[config.mk]
export PLATFORM = sky130hd
export DESIGN_NAME = pixel_cmd_parser
export DESIGN_NICKNAME = d
export VERILOG_FILES = /design/src/rtl/pixel_cmd_parser_pkg.sv /design/src/rtl/pixel_cmd_parser.sv
export SDC_FILE = /design/constraint.sdc
export NUM_CORES = 1
export LEC_CHECK = 0
export CORE_MARGIN = 2
export CORE_UTILIZATION = 61
export DETAILED_ROUTE_END_ITERATION = 16
export PLACE_DENSITY = 0.85
export REMOVE_ABC_BUFFERS = 1
export SETUP_SLACK_MARGIN = 0.2
export SLEW_MARGIN = 20
export SYNTH_ARGS = -nofsm -noshare
export SYNTH_HDL_FRONTEND = slang
export SYNTH_SLANG_ARGS = --single-unit
[constraint.sdc]
create_clock -name CLK -period 3.4 [get_ports CLK]
set_clock_uncertainty 0.15 [all_clocks]
set_input_delay 1.02 -clock CLK [delete_from_list [all_inputs] [get_ports CLK]]
set_output_delay 1.02 -clock CLK [all_outputs]
set_load 0.05 [all_outputs]
[src/rtl/pixel_cmd_parser_pkg.sv]
// pixel_cmd_parser_pkg: command codes and parser states shared with the host-side encoder
package pixel_cmd_parser_pkg;

    localparam logic [7:0] CMD_NOP   = 8'h00;
    localparam logic [7:0] CMD_WRITE = 8'h01;
    localparam logic [7:0] CMD_FILL  = 8'h02;

    typedef enum logic [3:0] {
        IDLE, A2, A1, A0, N1, N0, C1, C0, PH, PL, PWR, FWR
    } state_t;

endpackage

[src/rtl/pixel_cmd_parser.sv]
// pixel_cmd_parser: turns decoded COBS bytes into WRITE/FILL frame-buffer pixel writes
module pixel_cmd_parser
    import pixel_cmd_parser_pkg::*;
#(
    parameter int ADDR_W  = 20,
    parameter int TIMEOUT = 742_000
) (
    input  logic              CLK,
    input  logic              RST,
    input  logic              IN_FLAG,
    input  logic [7:0]        IN_DATA,
    output logic              BUSY,
    output logic              WR_VALID,
    input  logic              WR_READY,
    output logic [ADDR_W-1:0] WR_ADDR,
    output logic [15:0]       WR_DATA,
    output logic              ERR
);

    state_t      state;
    logic        fill;
    logic [16:0] cnt;
    logic [19:0] tmo;
    logic        take, xfer, timed, tmo_hit;

    assign BUSY     = state == PWR || state == FWR;
    assign WR_VALID = BUSY;
    assign take     = IN_FLAG && !BUSY;
    assign xfer     = BUSY && WR_READY;
    assign timed    = !(state inside {IDLE, PWR, FWR});
    assign tmo_hit  = timed && !take && (32'(tmo) + 1 >= TIMEOUT);

    // command sequencing, byte capture, write handshake, timeout and error pulse
    always_ff @(posedge CLK) begin
        if (!RST) begin
            state   <= IDLE;
            fill    <= 1'b0;
            cnt     <= '0;
            tmo     <= '0;
            WR_ADDR <= '0;
            WR_DATA <= '0;
            ERR     <= 1'b0;
        end else begin
            ERR <= (IN_FLAG && BUSY) || (take && state == IDLE && IN_DATA > CMD_FILL) || tmo_hit;
            tmo <= (!timed || take) ? '0 : tmo + 20'd1;
            if (tmo_hit) begin
                state <= IDLE;
            end else if (take) begin
                case (state)
                    IDLE: begin
                        fill  <= IN_DATA == CMD_FILL;
                        state <= (IN_DATA == CMD_WRITE || IN_DATA == CMD_FILL) ? A2 : IDLE;
                    end
                    A2, A1, A0: begin
                        WR_ADDR <= ADDR_W'({WR_ADDR, IN_DATA});
                        state   <= state == A2 ? A1 : state == A1 ? A0 : fill ? N1 : N0;
                    end
                    N1: begin
                        cnt   <= {1'b0, IN_DATA, 8'h00};
                        state <= N0;
                    end
                    N0: begin
                        cnt   <= fill ? {cnt[16:8], IN_DATA} : IN_DATA == 8'h00 ? 17'd256 : {9'd0, IN_DATA};
                        state <= fill ? C1 : PH;
                    end
                    C1, PH: begin
                        WR_DATA[15:8] <= IN_DATA;
                        state         <= state == C1 ? C0 : PL;
                    end
                    C0: begin
                        WR_DATA[7:0] <= IN_DATA;
                        state        <= cnt == 17'd0 ? IDLE : FWR;
                    end
                    PL: begin
                        WR_DATA[7:0] <= IN_DATA;
                        state        <= PWR;
                    end
                    default: ;
                endcase
            end else if (xfer) begin
                WR_ADDR <= WR_ADDR + 1'b1;
                cnt     <= cnt - 17'd1;
                state   <= cnt == 17'd1 ? IDLE : state == PWR ? PH : FWR;
            end
        end
    end

endmodule

# ---- Yosys cells after proc, flatten, opt, wreduce, memory -nomap -nowiden
# Index checks and enable logic that the tools add are counted.
# W data, S select, Z words.
dict set report word_totals {
  reg_bits 79
  elab_cells 87
  input_bits 12
}
dict set report classes {
  eq_ne 18
  magnitude_cmp 2
  n_reduce_logical 32
  bitwise_logic 2
  addsub 4
  n_mux 20
}
# operator count
set op_table {}
lappend op_table {{$mux W20} 3}
lappend op_table {{$mux W17} 3}
lappend op_table {{$add A20 B1 Y20 const B} 2}
lappend op_table {{$pmux W17 S2} 1}
lappend op_table {{$pmux W4 S7} 1}
lappend op_table {{$mux W4} 6}
lappend op_table {{$add A20 B1 Y21 const B} 1}
lappend op_table {{$ge A21 B20 Y1 const B} 1}
lappend op_table {{$eq A17 B1 Y1 const B} 1}
lappend op_table {{$logic_not A17 Y1} 1}
lappend op_table {{$sub A17 B1 Y17 const B} 1}
lappend op_table {{$eq A4 B3 Y1 const B} 4}
lappend op_table {{$eq A4 B4 Y1 const B} 4}
lappend op_table {{$reduce_and A3 Y1} 5}
lappend op_table {{$mux W9} 1}
lappend op_table {{$eq A4 B2 Y1 const B} 2}
lappend op_table {{$eq A8 B1 Y1 const B} 1}
lappend op_table {{$eq A8 B2 Y1 const B} 1}
lappend op_table {{$gt A8 B2 Y1 const B} 1}
lappend op_table {{$logic_not A8 Y1} 1}
lappend op_table {{$ne A8 B1 Y1 const B} 1}
lappend op_table {{$reduce_or A2 Y1} 4}
lappend op_table {{$logic_and A1 B1 Y1} 7}
lappend op_table {{$mux W3} 2}
lappend op_table {{other kinds (15)} 23}

# ---- Depth between registers and ports, before layout
# Gate-level depths: netlist (run 1).
dict set report logic_depth {
  ltp_word 9
  ltp_mapped 9
}

# ---- Least setup slack after synthesis (run 1)
# Ideal clock, no wire load.
dict set report synth_path {
  path_kind {register -> output}
  start {register state[3]}
  end {output port WR_VALID}
  arrival_time_ps 1550
  stages_incl_launch_ff 4
  path_buffers 1
  slack_ps 680
  path_cell_list {dfxtp_1 > nand2_1 > nor2_1 > buf_4}
}
dict set report synth_between {
  elab_chain_cells 2
  word_cells_on_any_way 3
}
# item line
set synth_rtl {}
lappend synth_rtl {{from (decl)} pixel_cmd_parser.sv:20} ;# state_t state;
lappend synth_rtl {{from (signal assigned)} pixel_cmd_parser.sv:52} ;# state <= (IN_DATA == CMD_WRITE || IN_DATA == CMD_FILL) ? A2 : IDLE;
lappend synth_rtl {{from (signal assigned)} pixel_cmd_parser.sv:56} ;# state <= state == A2 ? A1 : state == A1 ? A0 : fill ? N1 : N0;
lappend synth_rtl {{from (signal assigned)} pixel_cmd_parser.sv:64} ;# state <= fill ? C1 : PH;
lappend synth_rtl {{$eq A4 B4 Y1} pixel_cmd_parser.sv:26} ;# assign BUSY = state == PWR || state == FWR;
lappend synth_rtl {{$logic_or A1 B1 Y1 *} pixel_cmd_parser.sv:26}
lappend synth_rtl {{to (decl)} pixel_cmd_parser.sv:13} ;# output logic WR_VALID,
# Mark *: on every way between the ends. The rest lies on a longest branch, timed or not.

# ---- Worst setup path after layout (run 1)
dict set report layout_path {
  start {register WR_ADDR[7]}
  end {output port WR_ADDR[7]}
}
# item line
set layout_rtl {}
lappend layout_rtl {{from (decl)} pixel_cmd_parser.sv:15} ;# output logic [ADDR_W-1:0] WR_ADDR,
lappend layout_rtl {{from (signal assigned)} pixel_cmd_parser.sv:55} ;# WR_ADDR <= ADDR_W'({WR_ADDR, IN_DATA});
lappend layout_rtl {{from (signal assigned)} pixel_cmd_parser.sv:81} ;# WR_ADDR <= WR_ADDR + 1'b1;
# No word-level cell between the ends.

==> flow_summary.ini, run 1 <==
[sta]
rsz0062_at_grt = no
worst_pin_slew_ns = 0.606
drv_slew = 0
setup_violations = 0
fmax_mhz = 344
holdWs_ns = 0.339
finalSetupTns_ns = 0
slew_headroom_pct = 59.3
finalCritPeriodShare_pct = 85.6
min_period_ns = 2.91
hold_viol = 0

[min_path]
min_to = cnt[16]
min_from = cnt[16]
worstHoldPathCells = 2
hp-class = reg2reg

[critical_path]
end_kind = primary output
rr_worst_depth = 7
arrival_ns = 1.74
slowest_stage = clkdlybuf4s50_1
reg2reg_to = WR_ADDR[16]
r2r_setup_slack_ns = 0.63
cp_max_fo = 9
max_stage_delay_ns = 0.87
crit_type = reg2out
r2r_start = WR_ADDR[0]
path_cells = clkdlybuf4s50_1
crit_family = buffers and inverters
cp.required_ns = 2.23
start_kind = register
cp.buffers_inverters = 1

[detailed_routing]
drtIter0Drc = 441
wl_mm = 12.2
dr.pass1.iters = 8
viasPerCell = 6.35
routedWlPerCell_um = 16.1
detail-route-antenna-nets = 0
vias = 4810
drcViolationCount = 0

[floorplanning]
die_w_um = 91.6
initial_core_util_pct = 63.9
boundaryPins = 51
rows = 31
coreArea_um2 = 7330
die_h_um = 91.6
die_area_um2 = 8400

[yosys]
yosysWarnings = 0
yosysSeqAreaShare_pct = 33.8
ys_ff_latch = 79
syn_avg_cell_area_um2 = 7.59
postSynthCellCount = 617
synth.top_cell.area_share_pct = 33.8
yosys-top-cells-area = dfxtp_1, nor2_1, o21ai_0
synth_edf_count = 0
yosysMostFrequentCell = nor2_1
synth_area_leader_cell = dfxtp_1
synthArstFlopShare_pct = 0
yosysUniqueCellTypes = 74
netlist_area_um2 = 4690
ys_top_cells_by_count = nor2_1, dfxtp_1, nand2_1
ys.flop_type = dfxtp_1

[placed_design]
gp_congestion = 0.882
dp_hpwl_mm = 8.21
place_inst = 743
port_buffers = 50
place_area_um2 = 5300

[global_route]
grt_max_degree = 48
antenna_found_initial = 0
grt_pass1_wl_mm = 20.2
grt_pass1_vias = 4308
grt_overflow = 0
track_usage_pct = 29.1

[cells_and_area]
area_growth_pct = 18.4
drive_gt1_share_pct = 10.0
fillerInstances = 532
nNetsFinal = 671
fin_util_pct = 75.7
final_cells = 758
antenna_cells = 0
fin_area_um2 = 5550

[clock_network]
post_cts_buffers = 0
cts_buffers = 9
tritoncts = built
path_clk_slew_ns = 0.08
cts_sinks = 79
cts_root_buf = clkbuf_8
cts-htree-levels = 3
cts_buffer_depth = 2
clkLatencyLatePin_ns = 0.36

[job]
drv_cap = 0

[pwr]
p_leak_nw = 1.94
power.density_nw_per_um2 = 448
irDropWorstVdd_uv = 326

[outcome]
outcome = complete, no violations
## state kept, by name, summed over array words and instances (netlist names)
signal   flops
ERR          1
cnt         17
state        4
fill         1
WR_ADDR     20
tmo         20
WR_DATA     16
## worst max-delay path by stage
| stage | startpoint | endpoint | cells past startpoint |
|---|---|---|---|
| after CTS | state[3] | BUSY | 3 |
| after global placement | IN_FLAG | state[1] | 7 |
| after global routing | IN_DATA[7] | cnt[8] | 8 |
| after floorplan | state[1] | cnt[11] | 7 |
| after detailed placement | IN_DATA[7] | cnt[8] | 8 |
| final | WR_ADDR[7] | WR_ADDR[7] | 1 |
## per-stage QoR
stage                     setup WS [ns]  power, mW
final                             0.490       2.48
after global routing              0.341       2.57
after CTS                         0.220       2.48
after detailed placement          0.257       1.62
after global placement            0.294       1.60
after floorplan                   -1.04       1.42
## metal layers
metal / GRT usage [%] / vias up / wire length (um) / part of all wire [%]
met5: 0 / - / 0 / 0
met4: 11.4 / 0 / 287 / 2.4
met3: 3.78 / 30 / 885 / 7.3
met2: 46.2 / 216 / 5490 / 45
met1: 40.2 / 2261 / 5540 / 45
li1: - / 2303 / - / -
## cell type report
class | count | area, um^2 | area share [%]
Multi-Input combinational cell | 481 | 2860 | 51.5
Sequential cell | 79 | 1580 | 28.5
Timing Repair Buffer | 69 | 686 | 12.4
Clock buffer | 12 | 155 | 2.80
Tap cell | 99 | 124 | 2.23
Clock inverter | 3 | 90.1 | 1.62
Inverter | 15 | 56.3 | 1.01
## placed cells by master, fill, tap and decap left out, types with 3 or more instances in the layout
| master | n |
|---|---|
| a211oi_1 | 7 |
| a21oi_1 | 41 |
| a21oi_2 | 3 |
| a22oi_1 | 8 |
| a311oi_1 | 4 |
| a31oi_1 | 11 |
| a32oi_1 | 3 |
| and2_1 | 7 |
| and3_1 | 10 |
| and4_1 | 3 |
| buf_12 | 3 |
| buf_4 | 16 |
| bufinv_16 | 3 |
| clkbuf_8 | 11 |
| clkdlybuf4s50_1 | 48 |
| dfxtp_1 | 79 |
| ha_1 | 4 |
| inv_1 | 14 |
| mux2i_1 | 17 |
| nand2_1 | 55 |
| nand2_2 | 3 |
| nand3_1 | 28 |
| nand3_2 | 4 |
| nand4_1 | 9 |
| nor2_1 | 99 |
| nor2b_1 | 4 |
| nor3_1 | 19 |
| nor4_1 | 5 |
| o211ai_1 | 3 |
| o21a_1 | 3 |
| o21ai_0 | 42 |
| o21ai_1 | 5 |
| o221a_2 | 5 |
| o22ai_1 | 4 |
| o31ai_1 | 5 |
| or3_1 | 5 |
| xnor2_1 | 11 |
| xor2_1 | 9 |
## cell families after synthesis
kind of cell             after synthesis  synth area share [%]
AND/OR/NAND/NOR                      271                  28.8
AO/OA/AOI/OAI                        169                  23.5
flip-flops                            79                  33.8
buffers and inverters                 57                  5.53
XOR/XNOR                              20                  3.74
multiplexers                          17                  3.63
adder cells (fa/ha/maj)                4                  1.07
## power breakdown
| group | internal (mW) | switching, mW |
|---|---|---|
| clock | 0.525 | 0.346 |
| combinational | 0.221 | 0.375 |
| sequential | 0.966 | 0.0498 |
## what timing repair did
action,CTS,global route
hold buffers,0,0
resized for setup,0,2
setup endpoints to repair,0,2
Power figures use the tool's default switching activity.
==> run 2, diff against run 1 <==
CAP_MARGIN = 40   (was unset)
GPL_ROUTABILITY_DRIVEN = 0   (was unset)
TNS_END_PERCENT = 30   (was unset)
==> run 2 against run 1 <==
  * Die area unchanged
  * Hold slack lost 0.0028 ns
  * Routed wire length up 1.6%
  * Critical path depth is the same
  * Register-to-register slack worse by 0.02 ns
  * Sequential cell count is the same
  * Clock-buffer cell count grew 1
  * Global-route usage is 0.46 points higher
  * Total power shrank 9.6%
  * Worst setup slack better by 0.0039 ns
  * Via count grew 0.21%
  * Critical endpoint is now WR_ADDR[0]
  * Largest cell class unchanged
  * Largest power group unchanged
==> flow_summary.ini, run 2 (synthesis results as in run 1) <==
[detailed_routing]
drcViolationCount = 0
dr.pass1.iters = 7
routed.top_layer = met4
wl_mm = 12.4
wl_met1_mm = 5.31
drtIter0Drc = 388
detail-route-antenna-nets = 0
dr_wl_met2_mm = 5.85
dr_wl_met3_mm = 1.00
viasPerCell = 6.37
routedWlPerCell_um = 16.4
vias = 4820

[global_route]
grt_overflow = 0
antenna_found_initial = 0
grt_max_degree = 48
grt_pass1_wl_mm = 20.5
grt_pass1_vias = 4424
track_usage_pct = 29.5

[outcome]
outcome = complete, no violations

[sta]
drv_slew = 0
finalSetupTns_ns = 0
finalCritPeriodShare_pct = 85.5
setup_violations = 0
hold_viol = 0
slew_headroom_pct = 61.1
rsz0062_at_grt = no
worst_pin_slew_ns = 0.583
fmax_mhz = 344
setup_slack_ns = 0.494
min_period_ns = 2.91

[pwr]
p_leak_nw = 1.89
irDropWorstVdd_uv = 297
power.density_nw_per_um2 = 411

[cells_and_area]
antenna_cells = 0
top_regs = WR_ADDR x20, tmo x20, cnt x17
layout.cells.most_common = nor2_1
nNetsFinal = 671
fin_area_um2 = 5460
layout_common_cells = nor2_1, dfxtp_1, nand2_1
seqCellArea_um2 = 1580
multiInputGateArea_um2 = 2860
drive_gt1_share_pct = 9.73
area_growth_pct = 16.6
fillerInstances = 549

[critical_path]
crit_start = WR_ADDR[0]
crit_type = reg2out
crit_cells = 1
arrival_ns = 1.74
cp_max_fo = 7
rr_worst_depth = 8
max_stage_delay_ns = 0.87
path_cells = clkdlybuf4s50_1
r2r_start = tmo[0]
start_kind = register
cp.buffers_inverters = 1
r2r_setup_slack_ns = 0.61
crit_family = buffers and inverters
cp.required_ns = 2.23
crit_path_end = WR_ADDR[0]
end_kind = primary output
reg2reg_to = state[1]
slowest_stage = clkdlybuf4s50_1

[job]
drv_cap = 0

[floorplanning]
boundaryPins = 51
die_h_um = 91.6
die_area_um2 = 8400
die_w_um = 91.6
coreArea_um2 = 7330
rows = 31
initial_core_util_pct = 63.9

[placed_design]
dp_hpwl_mm = 8.58
pre_cts_slack_ns = 0.241
place_area_um2 = 5300
port_buffers = 50

[clock_network]
cts_sinks = 79
cts_buffer_depth = 2
path_clk_slew_ns = 0.08
post_cts_buffers = 0
cts_buffers = 9
tritoncts = built
cts_root_buf = clkbuf_8
clkLatencyLatePin_ns = 0.36
cts-htree-levels = 3

[min_path]
hp-class = reg2reg
worstHoldPathCells = 2
[run 2: per-layer routing]
metal / up-vias / GRT usage (%)
met4: 0 / 11.5
li1: 2303 / -
met1: 2227 / 38.6
met5: - / 0
met2: 254 / 48.6
met3: 36 / 5.18
[run 2: what timing repair did]
item	CTS	global route
hold buffers	0	0
resized for setup	1	1
setup endpoints to repair	2	1
[run 2: how the worst min path moves through the flow]
stage	from	end	slack, ns
after floorplan	tmo[0]	tmo[0]	0.30
after global placement	tmo[0]	tmo[0]	0.31
after detailed placement	cnt[16]	cnt[16]	0.32
after CTS	cnt[16]	cnt[16]	0.33
after global routing	tmo[19]	tmo[19]	0.37
final	cnt[16]	cnt[16]	0.34
[run 2: tightest hold or removal path, stage by stage, from the launching register on]
cell and delay [ns]:
dfxtp_1 0.32, o21ai_0 0.07, a21oi_1 0.06
[run 2: area by class of cell]
class                   instances  share of cell area, %
clock buffers                  13                   2.91
repair buffers                 69                   12.5
inverters                      15                   1.03
clock inverters                 1                 0.0916
multi-input cells             481                   52.3
well taps                      99                   2.27
flip-flops and latches         79                   29.0
[run 2: stage by stage]
| step | cells | hold WS, ns | util (%) | power, mW |
|---|---|---|---|---|
| 3_3_place_gp | 743 | 0.311 | 72.3 | 1.60 |
| 5_1_grt | 757 | 0.372 | 74.5 | 2.34 |
| 4_1_cts | 757 | 0.334 | 74.5 | 2.23 |
| 3_5_place_dp | 743 | 0.323 | 72.3 | 1.62 |
| 2_1_floorplan | 575 | 0.298 | - | 1.42 |
| 6_report | 757 | 0.337 | 74.5 | 2.24 |
[run 2: report_power, final]
| part | internal [mW] | switching (mW) | leakage, nW | total (mW) |
|---|---|---|---|---|
| clock network | 0.297 | 0.336 | 0.0854 | 0.633 |
| registers | 0.966 | 0.0509 | 0.640 | 1.02 |
| logic | 0.221 | 0.373 | 1.17 | 0.594 |
| total | 1.48 | 0.760 | 1.89 | 2.24 |
==> run 3, diff against run 2 <==
HOLD_SLACK_MARGIN = 0.12   (was unset)
==> results of run 3 <==
The final DEF is identical to that of run 2; final timing and power are the same.
